`config.mk`:
```
export PLATFORM = sky130hd
export DESIGN_NAME = uart_paddle_rx
export DESIGN_NICKNAME = d
export VERILOG_FILES = /design/src/rtl/uart_paddle_rx.sv
export SDC_FILE = /design/constraint.sdc
export NUM_CORES = 1
export LEC_CHECK = 0
export CORE_MARGIN = 2
export CORE_UTILIZATION = 30
export DETAILED_ROUTE_END_ITERATION = 16
export SETUP_SLACK_MARGIN = 0.02
export SYNTH_ARGS = -nofsm -noshare
export SYNTH_HDL_FRONTEND = slang
export SYNTH_SLANG_ARGS = --single-unit
```
`constraint.sdc`:
```
create_clock -name clk -period 3.11 [get_ports clk]
set_input_delay 0.7775 -clock clk [delete_from_list [all_inputs] [get_ports clk]]
set_output_delay 0.7775 -clock clk [all_outputs]
set_load 0.01 [all_outputs]
```
`src/rtl/uart_paddle_rx.sv`:
```
// ============================================================================
//  Module   : uart_paddle_rx
//  Function : UART 8N1 receiver (8E1 when UART_RX_PARITY_EN is defined) and
//             paddle command decoder driving held, retriggerable direction levels.
//  Revision : 1.0  initial release
// ============================================================================
`default_nettype none

module uart_paddle_rx #(
    parameter int CLK_HZ      = 50000000,
    parameter int BAUD        = 115200,
    parameter int HOLD_CYCLES = 2500000
) (
    input  logic       clk,
    input  logic       rst,
    input  logic       uart_rx,
    output logic       rx_valid,
    output logic [7:0] rx_data,
    output logic       frame_err,
    output logic       p1_up,
    output logic       p1_down,
    output logic       p2_up,
    output logic       p2_down
);

    localparam int CLKS_PER_BIT = CLK_HZ / BAUD;
    localparam int BCW          = $clog2(CLKS_PER_BIT + 1);
    localparam int HCW          = $clog2(HOLD_CYCLES + 1);

    localparam logic [BCW-1:0] c_BIT_LAST  = BCW'(CLKS_PER_BIT - 1);
    localparam logic [BCW-1:0] c_HALF_LAST = BCW'(CLKS_PER_BIT / 2 - 1);
    localparam logic [HCW-1:0] c_HOLD      = HCW'(HOLD_CYCLES);
    localparam logic [HCW-1:0] c_HOLD_ONE  = HCW'(1);

    typedef enum logic [2:0] {
        S_IDLE   = 3'd0,
        S_START  = 3'd1,
        S_DATA   = 3'd2,
`ifdef UART_RX_PARITY_EN
        S_PARITY = 3'd3,
`endif
        S_STOP   = 3'd4,
        S_BREAK  = 3'd5
    } state_t;

    state_t           r_state;
    logic [1:0]       r_sync;
    logic [BCW-1:0]   r_cnt;
    logic [2:0]       r_bit_idx;
    logic [7:0]       r_shift;
    logic             w_rxs;
`ifdef UART_RX_PARITY_EN
    logic             r_par_bad;
`endif

    assign w_rxs = r_sync[1];

    // Receiver: every sample is taken mid-bit, anchored on the start-bit midpoint.
    always_ff @(posedge clk) begin
        if (rst) begin
            r_sync    <= 2'b11;
            r_state   <= S_IDLE;
            r_cnt     <= '0;
            r_bit_idx <= '0;
            r_shift   <= '0;
            rx_valid  <= 1'b0;
            frame_err <= 1'b0;
            rx_data   <= 8'h00;
`ifdef UART_RX_PARITY_EN
            r_par_bad <= 1'b0;
`endif
        end else begin
            r_sync    <= {r_sync[0], uart_rx};
            rx_valid  <= 1'b0;
            frame_err <= 1'b0;
            case (r_state)
                S_IDLE: begin
                    if (!w_rxs) begin
                        r_cnt   <= '0;
                        r_state <= S_START;
                    end
                end
                S_START: begin
                    if (r_cnt == c_HALF_LAST) begin
                        r_cnt <= '0;
                        if (w_rxs) begin
                            r_state <= S_IDLE;
                        end else begin
                            r_bit_idx <= '0;
                            r_state   <= S_DATA;
                        end
                    end else begin
                        r_cnt <= r_cnt + 1'b1;
                    end
                end
                S_DATA: begin
                    if (r_cnt == c_BIT_LAST) begin
                        r_cnt   <= '0;
                        r_shift <= {w_rxs, r_shift[7:1]};
                        if (r_bit_idx == 3'd7) begin
`ifdef UART_RX_PARITY_EN
                            r_state <= S_PARITY;
`else
                            r_state <= S_STOP;
`endif
                        end else begin
                            r_bit_idx <= r_bit_idx + 1'b1;
                        end
                    end else begin
                        r_cnt <= r_cnt + 1'b1;
                    end
                end
`ifdef UART_RX_PARITY_EN
                S_PARITY: begin
                    if (r_cnt == c_BIT_LAST) begin
                        r_cnt     <= '0;
                        r_par_bad <= (^r_shift) ^ w_rxs;
                        r_state   <= S_STOP;
                    end else begin
                        r_cnt <= r_cnt + 1'b1;
                    end
                end
`endif
                S_STOP: begin
                    if (r_cnt == c_BIT_LAST) begin
                        r_cnt <= '0;
                        if (w_rxs) begin
`ifdef UART_RX_PARITY_EN
                            if (r_par_bad) begin
                                frame_err <= 1'b1;
                            end else begin
                                rx_valid <= 1'b1;
                                rx_data  <= r_shift;
                            end
`else
                            rx_valid <= 1'b1;
                            rx_data  <= r_shift;
`endif
                            r_state <= S_IDLE;
                        end else begin
                            frame_err <= 1'b1;
                            r_state   <= S_BREAK;
                        end
                    end else begin
                        r_cnt <= r_cnt + 1'b1;
                    end
                end
                S_BREAK: begin
                    if (w_rxs) begin
                        r_state <= S_IDLE;
                    end
                end
                default: r_state <= S_IDLE;
            endcase
        end
    end

    // Hold counters: index 0 p1_up, 1 p1_down, 2 p2_up, 3 p2_down.
    logic           w_cmd_clr;
    logic [3:0]     w_cmd_load;
    logic [HCW-1:0] r_hold     [4];
    logic [HCW-1:0] w_hold_nxt [4];

    always_comb begin
        w_cmd_clr  = 1'b0;
        w_cmd_load = 4'b0000;
        if (rx_valid) begin
            case (rx_data)
                8'h77, 8'h57: w_cmd_load = 4'b0001;
                8'h73, 8'h53: w_cmd_load = 4'b0010;
                8'h69, 8'h49: w_cmd_load = 4'b0100;
                8'h6B, 8'h4B: w_cmd_load = 4'b1000;
                8'h20:        w_cmd_clr  = 1'b1;
                default:      w_cmd_load = 4'b0000;
            endcase
        end
    end

    // A load also clears the partner counter so a player's up/down never overlap.
    always_comb begin
        for (int i = 0; i < 4; i++) begin
            w_hold_nxt[i] = (r_hold[i] != '0) ? (r_hold[i] - c_HOLD_ONE) : '0;
        end
        if (w_cmd_clr) begin
            for (int i = 0; i < 4; i++) begin
                w_hold_nxt[i] = '0;
            end
        end else begin
            for (int i = 0; i < 4; i++) begin
                if (w_cmd_load[i]) begin
                    w_hold_nxt[i]     = c_HOLD;
                    w_hold_nxt[i ^ 1] = '0;
                end
            end
        end
    end

    always_ff @(posedge clk) begin
        if (rst) begin
            for (int i = 0; i < 4; i++) begin
                r_hold[i] <= '0;
            end
            p1_up   <= 1'b0;
            p1_down <= 1'b0;
            p2_up   <= 1'b0;
            p2_down <= 1'b0;
        end else begin
            for (int i = 0; i < 4; i++) begin
                r_hold[i] <= w_hold_nxt[i];
            end
            p1_up   <= (w_hold_nxt[0] != '0);
            p1_down <= (w_hold_nxt[1] != '0);
            p2_up   <= (w_hold_nxt[2] != '0);
            p2_down <= (w_hold_nxt[3] != '0);
        end
    end

endmodule

`default_nettype wire

```
==> impl_results.md <==
* Worst-Skew Late Latency at 0.43 ns
* Syn Area/Cell at 8.31 um^2
* CP Class: register to register
* Seq/Total Area, Yosys at 39.4%
* Total GRT Usage at 13.3%
* DRT Pass-1 Iters at 5
* Number of port buffers at 16
* CTS Hold Buffers Added at 0
* Row Count at 53
* Die H at 151 um
* Crit path buf inv count at 1
* Worst flop-to-flop path startpoint: r_hold[2][0]$_SDFF_PP0_
* Total number of cells along the worst setup path at 8
* Final Skew at 0.00720 ns
* CTS Sinks at 127
* Synth warn at 0
* Area contributors post-synth: dfxtp_1, nor2_1, xnor2_1, a21oi_1, xor2_1
* Mapped Cells at 776
* CTS Buf Count at 17
* Detailed Place HPWL at 10,000 um
* Number of synthesized flops with an enable pin at 0
* Crit path cell chain: inv_1 > ha_1 > nor4b_1 > nand3_1 > xnor2_1 > or4_1 > o41a_1 > o31a_1
* Fin crit period at 2.80 ns
* # IOs at 17
* GP Congestion at 0.899
* Max cap viols at 0
* Required @ worst endpoint at 3.43 ns
* Nature of the critical path endpoint: register
* Met3 Use GR at 4.03%
* CORE AREA at 21,100 um^2
* Final setup vio count at 0
* Total chip power at 8.15 mW
* Synth Cell Area at 6450 um^2
* Die width at 151 um
* Met2 usage at 20.2%
* Post_cts resized at 0
* HP Class: register to register
* Largest net degree at the start of global routing at 38
* Critical Path End: p2_up$_SDFF_PP0_
* RR Endpoint: p2_up$_SDFF_PP0_
* Synthesized flop and latch total at 127
* Fin crit share at 89.9%
* # fillers at 2,206
* Critical Path Slowest Stage Cell: nor4b_1
* Met1 usage at 18.0%
* Worst vdd ir at 0.000464 V
* Top-count cell post-synth: dfxtp_1
* Run status: complete, no violations
* Fmax at 0.358 GHz
* Root Buffer: clkbuf_16
* Area of the die at 22,700 um^2
* Reg2reg path depth at 8
* Starting Density at 30.6%
* Antenna violations before repair at 0
* Yosys cell types at 69
* Max clock buf depth at 2
* XOR/XNOR share of the synthesized area at 9.78%
* Compound-Gate Fraction of Synth Area at 12.2%
* HP Start: r_sync[0]$_SDFF_PP1_
* Area Overhead vs Synth at 15.6%
* Remaining antenna violation count at 0
* Largest family of logic cells by synthesized area: simple AND/OR/NAND/NOR gates
* Non-filler cells in the finished layout at 1,077
* Residual DRC at 0
* Diodes inserted at 0
* GR Overflow Total at 0
* Yosys top cell by area: dfxtp_1
* Source of the critical timing path: r_hold[2][0]$_SDFF_PP0_
* RSZ-0062 raised after global routing: no
* Top cells by count, synth: dfxtp_1, nor2_1, a21oi_1, xnor2_1, nand2_1
* Pwr Density at 1090 nW/um^2
* Post-synth ARST share at 0%
* CTS tree: built
* Hold slack final at 0.406 ns
* Worst path arrival time at 3.11 ns
* Mapped Nets at 791
* Routed wire per std cell at 13.2 um
* CP top delay family: simple AND/OR/NAND/NOR gates
* Reg clk slew, reported paths at 0.06 ns
* Worst-margin pin slew at 0.666 ns
* Routed vias at 5,500
* Sum of negative setup slack at 0 ns
* Relative slew slack at 55.0%
* Post-DR vias/cell at 5.11
* Max H-tree Level at 4
* Simple-gate share of the synthesized area at 31.3%
* Yosys top cell area share at 39.4%
* Nets at 804
* Critical Path Fanout Max at 6
* Most used DFF post-synth: dfxtp_1
* Total Routed Length at 14,200 um
* Mux cell area share after synthesis at 1.40%
* Adder-Cell Fraction of Synth Area at 2.33%
* Grt peak-use layer: met2
* CP Launch Type: register
* CP max stage delay at 0.56 ns
* Iter 0 DRT Violations at 419
* Layout cells sized above 1 at 8.73%
* Max Slew Vio Count at 0
* Post-CTS Repair Setup Buffers at 0
* Vias in the first global route at 5,104
* First-pass GRT wire length at 24,500 um
* R2R Setup Slk at 0.31 ns
* Final Hold Fails at 0
* Cells after DPL at 1,045
* Leakage at 2.79 nW
worst min path at each step:
stage	slack, ns	endpoint	cells after the start
global route	0.44	r_sync[1]$_SDFF_PP1_	1
global placement	0.39	r_sync[1]$_SDFF_PP1_	1
floorplan	0.39	r_sync[1]$_SDFF_PP1_	1
finish	0.41	r_sync[1]$_SDFF_PP1_	1
detailed placement	0.39	r_sync[1]$_SDFF_PP1_	1
CTS	0.41	r_sync[1]$_SDFF_PP1_	1
through the flow:
| step | setup slack [ns] | instance area (um^2) | utilization [%] |
|---|---|---|---|
| 4_1_cts | 0.366 | 7450 | 35.3 |
| 6_report | 0.315 | 7450 | 35.3 |
| 3_3_place_gp | 0.454 | 6890 | 32.7 |
| 3_5_place_dp | 0.386 | 6890 | 32.7 |
| 5_1_grt | 0.0724 | 7450 | 35.3 |
| 2_1_floorplan | 0.483 | 6450 | - |
flip-flops by register name, indices dropped and copies added (netlist names), 2 cells and up:
register	flops
r_state	3
rx_data	8
r_sync	2
r_cnt	9
r_hold	88
r_bit_idx	3
r_shift	8
routing by layer:
layer	vias up	wire, um
li1	2816	-
met1	2567	7150
met2	103	6250
met3	14	569
met4	0	223
met5	-	0
logic make-up after synthesis:
group                    after synthesis
AND/OR/NAND/NOR                      377
flip-flops                           127
AO/OA/AOI/OAI                        126
XOR/XNOR                              72
buffers and inverters                 53
adder cells (fa/ha/maj)               12
multiplexers                           9
cells in the final DEF (no fill, tap or decap), types with 7 or more instances in the layout:
cell             Yosys  layout
nand2b_1             9       9
o21ai_0             27      27
nand2_1             44      44
inv_1               20      20
dfxtp_1            127     127
nand4_1             18      18
nor2_1             125     125
nor3_1              35      35
nand4b_1             7       7
a21oi_1             47      47
xor2_1              25      25
mux2i_1              9       9
or2_2                7       7
nand3_1             32      32
or3_1               20      20
xnor2_1             47      47
or4_1               10      10
clkbuf_16            0      17
clkdlybuf4s50_1      0      16
nor4_1              19      18
ha_1                12      12
a31oi_1              9       9
buf_4                4      11
report_power, final:
| group | internal (mW) | switching (mW) |
|---|---|---|
| Clock | 1.11 | 0.772 |
| Combinational | 1.64 | 2.09 |
| Sequential | 2.07 | 0.481 |
final cells by class:
type / count / area (um^2) / area share [%]
Sequential cell: 127 / 2540 / 34.1
Timing Repair Buffer: 27 / 243 / 3.26
Inverter: 20 / 75.1 / 1.01
Clock inverter: 15 / 136 / 1.83
Tap cell: 275 / 344 / 4.62
Multi-Input combinational cell: 596 / 3680 / 49.5
Clock buffer: 17 / 425 / 5.71
No activity file was read; power rests on OpenSTA's default activity.
